<file path="src/rtl/mem_arb_pkg.sv">
// Shared types for the unified-memory port arbiter.
package mem_arb_pkg;

    typedef enum logic [1:0] {
        IDLE,
        ACCESS,
        RESP
    } arb_state_t;

    typedef enum logic [1:0] {
        GNT_NONE = 2'b00,
        GNT_CPU  = 2'b01,
        GNT_DBG  = 2'b10
    } gnt_t;

    // Wait-state counter width; never narrower than one bit so WAIT_CYCLES=0 still builds.
    function automatic int cnt_width(input int wait_cycles);
        return (wait_cycles < 1) ? 1 : $clog2(wait_cycles + 1);
    endfunction

endpackage

</file>
<file path="src/rtl/mem_arb_rr.sv">
// Two-way round-robin picker with the last-tie-winner flop.
// The lock input forces debug-only grants and freezes the round-robin history.
module mem_arb_rr
    import mem_arb_pkg::*;
(
    input  logic       clk,
    input  logic       reset,
    input  logic       cpu_req,
    input  logic       dbg_req,
    input  logic       update,
    input  logic       lock,
    output logic [1:0] winner
);

    logic last_dbg;

    // Pick the winner; on a tie the loser of the previous tie goes first.
    always_comb begin
        winner = GNT_NONE;
        if (lock) begin
            if (dbg_req) begin
                winner = GNT_DBG;
            end
        end else if (cpu_req && dbg_req) begin
            winner = last_dbg ? GNT_CPU : GNT_DBG;
        end else if (cpu_req) begin
            winner = GNT_CPU;
        end else if (dbg_req) begin
            winner = GNT_DBG;
        end
    end

    // Remember who won the last tie; reset to debug so the CPU wins the first one.
    always_ff @(posedge clk or negedge reset) begin
        if (!reset) begin
            last_dbg <= 1'b1;
        end else if (update && cpu_req && dbg_req && !lock) begin
            last_dbg <= (winner == GNT_DBG);
        end
    end

endmodule

</file>
<file path="src/rtl/mem_port_arbiter.sv">
// Serialises CPU and debug accesses onto the single unified memory and
// inserts read wait states. Optional debug lock: define MEM_ARB_LOCK_EN.
module mem_port_arbiter
    import mem_arb_pkg::*;
#(
    parameter int AW          = 32,
    parameter int DW          = 32,
    parameter int WAIT_CYCLES = 1
) (
    input  logic          clk,
    input  logic          reset,
    input  logic          cpu_req,
    input  logic          cpu_we,
    input  logic [AW-1:0] cpu_addr,
    input  logic [DW-1:0] cpu_wdata,
    output logic [DW-1:0] cpu_rdata,
    output logic          cpu_ready,
    input  logic          dbg_req,
    input  logic          dbg_we,
    input  logic [AW-1:0] dbg_addr,
    input  logic [DW-1:0] dbg_wdata,
    output logic [DW-1:0] dbg_rdata,
    output logic          dbg_ready,
    output logic          mem_en,
    output logic          mem_we,
    output logic [AW-1:0] mem_addr,
    output logic [DW-1:0] mem_wdata,
    input  logic [DW-1:0] mem_rdata,
`ifdef MEM_ARB_LOCK_EN
    input  logic          dbg_lock,
`endif
    output logic [1:0]    gnt
);

    localparam int            CW      = cnt_width(WAIT_CYCLES);
    localparam logic [CW-1:0] RD_LOAD = CW'(WAIT_CYCLES);

    arb_state_t    state;
    arb_state_t    state_nxt;
    gnt_t          owner;
    logic          we_q;
    logic [CW-1:0] cnt;
    logic [1:0]    winner;
    logic          lock;
    logic          grant;
    logic          last_cycle;

`ifdef MEM_ARB_LOCK_EN
    assign lock = dbg_lock;
`else
    assign lock = 1'b0;
`endif

    assign grant      = (state == IDLE) && (winner != GNT_NONE);
    assign last_cycle = (state == ACCESS) && (cnt == '0);

    mem_arb_rr u_rr (
        .clk     (clk),
        .reset   (reset),
        .cpu_req (cpu_req),
        .dbg_req (dbg_req),
        .update  (state == IDLE),
        .lock    (lock),
        .winner  (winner)
    );

    // State register; reset aborts any in-flight access without a ready pulse.
    always_ff @(posedge clk or negedge reset) begin
        if (!reset) begin
            state <= IDLE;
        end else begin
            state <= state_nxt;
        end
    end

    // Next state and Moore outputs.
    always_comb begin
        state_nxt = state;
        mem_en    = 1'b0;
        mem_we    = 1'b0;
        cpu_ready = 1'b0;
        dbg_ready = 1'b0;
        gnt       = GNT_NONE;
        case (state)
            IDLE: begin
                if (grant) begin
                    state_nxt = ACCESS;
                end
            end
            ACCESS: begin
                mem_en = 1'b1;
                mem_we = we_q;
                gnt    = owner;
                if (cnt == '0) begin
                    state_nxt = RESP;
                end
            end
            RESP: begin
                gnt       = owner;
                cpu_ready = (owner == GNT_CPU);
                dbg_ready = (owner == GNT_DBG);
                state_nxt = IDLE;
            end
            default: state_nxt = IDLE;
        endcase
    end

    // Latch the granted request, count wait states, capture read data for the owner.
    always_ff @(posedge clk or negedge reset) begin
        if (!reset) begin
            owner     <= GNT_NONE;
            we_q      <= 1'b0;
            cnt       <= '0;
            mem_addr  <= '0;
            mem_wdata <= '0;
            cpu_rdata <= '0;
            dbg_rdata <= '0;
        end else begin
            if (grant) begin
                owner <= gnt_t'(winner);
                if (winner == GNT_DBG) begin
                    we_q      <= dbg_we;
                    mem_addr  <= dbg_addr;
                    mem_wdata <= dbg_wdata;
                    cnt       <= dbg_we ? '0 : RD_LOAD;
                end else begin
                    we_q      <= cpu_we;
                    mem_addr  <= cpu_addr;
                    mem_wdata <= cpu_wdata;
                    cnt       <= cpu_we ? '0 : RD_LOAD;
                end
            end else if ((state == ACCESS) && (cnt != '0)) begin
                cnt <= cnt - CW'(1);
            end
            if (last_cycle) begin
                if (owner == GNT_CPU) begin
                    cpu_rdata <= we_q ? '0 : mem_rdata;
                end else if (owner == GNT_DBG) begin
                    dbg_rdata <= we_q ? '0 : mem_rdata;
                end
            end
        end
    end

endmodule

</file>
<file path="config.mk">
export PLATFORM = sky130hd
export DESIGN_NAME = mem_port_arbiter
export DESIGN_NICKNAME = d
export VERILOG_FILES = /design/src/rtl/mem_arb_pkg.sv /design/src/rtl/mem_arb_rr.sv /design/src/rtl/mem_port_arbiter.sv
export SDC_FILE = /design/constraint.sdc
export NUM_CORES = 1
export LEC_CHECK = 0
export BUFFER_PORTS_ARGS = -buffer_cell sky130_fd_sc_hd__buf_2
export CAP_MARGIN = 40
export CORE_AREA = 2 2 116 118
export DETAILED_ROUTE_END_ITERATION = 8
export DIE_AREA = 0 0 118 120
export HOLD_SLACK_MARGIN = 0.12
export PLACE_DENSITY = 0.8
export SLEW_MARGIN = 20
export SYNTH_ARGS = -nofsm -noshare
export SYNTH_HDL_FRONTEND = slang
export SYNTH_HIERARCHICAL = 1
export SYNTH_SLANG_ARGS = --single-unit
</file>
<file path="constraint.sdc">
create_clock -name clk -period 3.8 [get_ports clk]
set_clock_uncertainty 0.05 [all_clocks]
set_input_delay 0.19 -clock clk [delete_from_list [all_inputs] [get_ports clk]]
set_output_delay 0.19 -clock clk [all_outputs]
set_load 0.005 [all_outputs]
</file>
==> metrics.txt, run 1 <==
status complete, no violations; RSZ-0062 raised after global routing no; Yosys warning total 6; Worst Path Max Fanout 72; Final Max Tran Viols 0; Via density 5.74; Max-slew headroom 45.8%; crit-path cells inv_1, ha_2, buf_4, nand2_2, buf_4, o22ai_1, a21oi_1, dlygate4sd3_1; CTS tree built; Leak Pwr 4.68 nW; CP Launch Type flop; CP Data Required Time 4.04 ns; min Tclk post-route 3.26 ns; Post-synth EDFFs 0; layout cell share with drive strength beyond 1 33.8%; wire length per cell 18.8 um; placed cells 1,018; r2r startpoint state[0]; Max Cap Violations 0; Max rail drop VDD 0.438 mV; GRT Util Overall 32.6%; Cells after Synth 584; Async S/R FF share, synth 100%; Tot Pwr 0.00815 W; clock slew seen by the registers of the worst setup and hold paths 0.06 ns; xor-xnor portion of the synthesized cell area 0.150%; CP Class reg -> reg; area added between synthesis and finish 67.0%; DR iter-0 viols 701; Final Cycle Share 85.8%; Post-Syn Area per Cell 10.0 um2; top_reg_cell synth dfrtp_1; Simple-Gate Fraction of Synth Area 10.4%; Final Setup Violations 0; cell row count 42; mux cell area share after synthesis 0.192%; post-synth top area share 57.3%; synthesized cell area 0.00585 mm2; postcts setup bufs 0; CP max-delay cell buf_4; final hold violations 0; worst setup margin 0.541 ns; Detailed Route WL 23,000 um; cts bufs inserted 17; largest family of logic cells by synthesized area compound AO/OA/AOI/OAI gates; Compound-Gate Fraction of Synth Area 25.7%; setup TNS 0 ns; hpwl dp 12,100 um; IO Pins 300; CP arrival 3.50 ns; vias in the first global route 7,024; drt pass-1 iters 6; core area 0.0130 mm2; Crit path largest cell delay 0.63 ns; Clk Latency, worst-skew pair 0.41 ns; grt total ovfl 0; top cells by area, synth dfrtp_1, o22ai_1, o21ai_1; Reg-to-Reg End mem_addr[17]; register area share after synthesis 57.8%; fin cells 1,219; PortBufs 299; number of antenna violations at the first check in global routing 1; first-pass GRT wire length 36,500 um; DRT antenna net count 0; DRC 0; root buffer cell clkbuf_16; nets 1,199; #FFs+latches synth 135; Unique masters post-synth 33; gpl congestion 0.807; via count 6,993; worst hold path class in -> async; H-tree depth 4; largest net degree at the start of global routing 93; dominant cell type by area after synthesis dfrtp_1; FF-to-FF path depth 8; pre-CTS WS 1.31 ns; pwr dens 835 mW/mm2; CP Capture Type flop; top-count cell post-synth dfrtp_1; die span in x 118 um; initial core utilization 45.1%; Adder-Cell Fraction of Synth Area 0.855%; Die Area 0.0142 mm2; die height 120 um; Register-to-Register Setup Slack 0.54 ns; CTS sink count 135; Tightest Pin Transition 0.813 ns; top post-synthesis cells by count dfrtp_1, o22ai_1, nand2_1; CTS Buffer Depth 2; FMAX 0.307 GHz; CP most frequent cell buf_4
==> placed cells by master (no fill, tap or decap), types with 5 or more instances in the layout <==
cell           instances
buf_2                298
dfrtp_1              134
nand2b_1              34
clkbuf_16             17
a221o_1                6
inv_1                  5
o22ai_1              116
o2bb2ai_1              5
o21ai_1               63
dlygate4sd3_1        166
a21oi_1               60
buf_4                  8
nand2_1               78
==> area by class of cell <==
type	instances	area, um2
repair buffers	477	3310
multi-input cells	392	2220
well taps	176	220
diodes	1	2.50
clock buffers	20	467
inverters	6	22.5
clock inverters	12	149
fillers	788	3210
flip-flops and latches	135	3380
==> timing repair <==
action | CTS | global route
gates resized for setup | 0 | 0
hold buffers | 166 | 0
hold endpoints to repair | 220 | 0
==> critical path: cells and delay by family, from the launching register on <==
| family | cells | cell delay [ns] |
|---|---|---|
| and+or+nand+nor | 1 | 0.32 |
| adders and majority gates | 1 | 0.20 |
| DFF | 1 | 0.40 |
| buffers and inverters | 4 | 1.73 |
| AOI/OAI and AO/OA | 2 | 0.36 |
==> where the power goes <==
part,internal (W),switching (W),leakage [nW],total [W]
Sequential,0.00216,0.000555,1.59,0.00271
Combinational,0.00197,0.00177,2.80,0.00374
Clock,0.00108,0.000620,0.294,0.00170
==> cells by family after synthesis <==
family          Yosys count
xor+xnor                  1
fa+ha+maj                 4
buf+inv                  58
compound gates          258
flops                   135
simple gates            126
other cells               1
mux                       1
==> metrics by stage <==
stage	util [%]	hold slack [ns]	cell area [um2]
floorplan	-	-0.156	5850
global route	75.3	0.216	9770
CTS	74.9	0.412	9720
finish	75.3	0.192	9770
global placement	57.1	0.274	7410
detailed placement	57.3	0.273	7440
==> routing by layer <==
metal  GRT usage (%)  wire (um)  share of wire, %
met2            55.1      11300                49
met4            17.8       1210               5.3
met3            7.60       2200               9.6
met1            38.5       8250                36
met5               0          0                 0
==> flip-flops by register name, summed over array words and instances (netlist names) <==
name / count
u_rr/last_dbg: 1
we_q: 1
state: 2
dbg_rdata: 32
owner: 2
mem_addr: 32
cpu_rdata: 32
mem_wdata: 32
cnt: 1
==> worst max-delay path by stage <==
stage | startpoint | endpoint | cells after the start
after floorplan | state[0] | we_q | 6
after global placement | state[1] | mem_wdata[12] | 7
after detailed placement | state[0] | mem_wdata[18] | 7
after CTS | state[1] | mem_wdata[18] | 8
after global routing | state[0] | mem_addr[13] | 8
final | state[0] | mem_addr[17] | 8
Note: power is estimated with default switching activity, not from simulation.
==> inputs of run 2 (changes only) <==
CORE_AREA = default   (was 2 2 116 118)
CORE_MARGIN = 2   (was default)
CORE_UTILIZATION = 46   (was default)
DIE_AREA = default   (was 0 0 118 120)
PLACE_DENSITY = 0.81   (was 0.8)
clock period = 3.4 ns   (was 3.8 ns; I/O delays follow)
==> metrics.txt, run 2 (synthesis results as in run 1) <==
status complete, no violations; CTS Buffer Depth 2; DRC 0; Die Area 0.0136 mm2; IO Pins 300; min Tclk post-route 2.89 ns; CTS tree built; Final Setup Violations 0; DR iter-0 viols 871; CP Launch Type flop; CP most frequent cell inv_1; layout cell share with drive strength beyond 1 33.7%; core area 0.0125 mm2; FMAX 0.346 GHz; area added between synthesis and finish 66.9%; nets 1,198; most frequent cells in the layout buf_2, dlygate4sd3_1, dfrtp_1; die span in x 117 um; CP Data Required Time 3.64 ns; cts bufs inserted 17; GRT Util Overall 33.6%; via count 6,962; Tightest Pin Transition 0.742 ns; Leak Pwr 4.68 nW; n_diodes 0; crit-path cells inv_1, ha_2, buf_4, inv_1, o2bb2ai_1, a221o_1, dlygate4sd3_1; clock slew seen by the registers of the worst setup and hold paths 0.06 ns; PortBufs 299; hpwl dp 12,400 um; cell row count 41; number of antenna violations at the first check in global routing 0; CP arrival 3.13 ns; H-tree depth 4; Max-slew headroom 50.5%; Via density 5.74; CP max-delay cell buf_4; die height 117 um; Max Cap Violations 0; vias in the first global route 7,086; DRT antenna net count 0; most common cell after layout, fill and taps aside buf_2; largest net degree at the start of global routing 72; CTS sink count 135; final hold violations 0; worst hold path class in -> async; setup TNS 0 ns; initial core utilization 46.7%; CP Class reg -> reg; Final Cycle Share 84.9%; root buffer cell clkbuf_16; first-pass GRT wire length 35,400 um; fin util 78.0%; CP Capture Type flop; pwr dens 935 mW/mm2; Detailed Route WL 23,200 um; number of gates resized after cts 0; Worst Path Max Fanout 71; layout filler cell count 768; Clk Latency, worst-skew pair 0.41 ns; Final Max Tran Viols 0; grt total ovfl 0; drt pass-1 iters 5; RSZ-0062 raised after global routing no; Max rail drop VDD 0.487 mV; Crit path largest cell delay 0.60 ns; wire length per cell 19.2 um; gpl congestion 0.797
-- run 2: cell types whose count changed in the layout (fill, tap and decap cells not counted), sizes merged --
cell	change
clkbuf	-3
inv	+1
buf	-1
clkinv	+3
diode	-1
clkinvlp	-1
-- run 2: through the flow --
stage                     total power [W]  std cells  setup slack, ns  cell area (um2)  hold WS [ns]
after floorplan                   0.00468        585             1.85             5850        -0.176
after global placement            0.00589       1011             1.20             7410         0.284
after detailed placement          0.00607       1015             1.11             7500        0.0268
after CTS                         0.00880       1213            0.569             9760         0.154
after global routing              0.00966       1213            0.396             9760         0.201
final                             0.00913       1213            0.514             9760         0.173
-- run 2: layer usage --
metal  part of all wire [%]  GRT usage [%]
met1                     35           38.3
met2                     49           56.0
met3                    9.6           9.32
met4                    5.8           20.8
met5                      0              0
-- run 2: worst max-delay path, delay by kind of cell (launching register included) --
kind | cells | cell delay [ns]
adder cells (fa/ha/maj) | 1 | 0.21
buffers and inverters | 4 | 1.58
flip-flops | 1 | 0.41
AO/OA/AOI/OAI | 2 | 0.49
-- run 2: layout make-up --
| type | count | area (um2) | area share (%) |
|---|---|---|---|
| Clock buffer | 17 | 425 | 4.36 |
| Timing Repair Buffer | 476 | 3320 | 34.0 |
| Clock inverter | 15 | 176 | 1.81 |
| Sequential cell | 135 | 3380 | 34.6 |
| Inverter | 6 | 22.5 | 0.231 |
| Tap cell | 172 | 215 | 2.20 |
| Multi-Input combinational cell | 392 | 2220 | 22.8 |
-- run 2: power breakdown --
part	total (W)	switching (W)	leakage, nW	internal [W]
Clock	0.00187	0.000719	0.289	0.00115
Combinational	0.00423	0.00202	2.81	0.00221
Sequential	0.00302	0.000614	1.59	0.00241
-- run 2: timing repair --
item	in CTS	in global routing
hold buffers	166	0
endpoints found under the hold margin	265	0
setup buffers	0	0
-- run 2: path summary, 6_finish.rpt --
check                      slack [ns]          from  depth (start not counted)      endpoint
setup / recovery                 0.51      state[0]                          7  mem_wdata[9]
hold / removal                   0.17         reset                          2  dbg_rdata[2]
setup reg to reg                 0.51      state[0]                          7  mem_wdata[9]
hold reg to reg                  0.43  dbg_rdata[6]                          2  dbg_rdata[6]
max in group asynchronous        2.49         reset                          3  mem_addr[22]
min in group clk                 0.38       cpu_req                          4      owner[0]
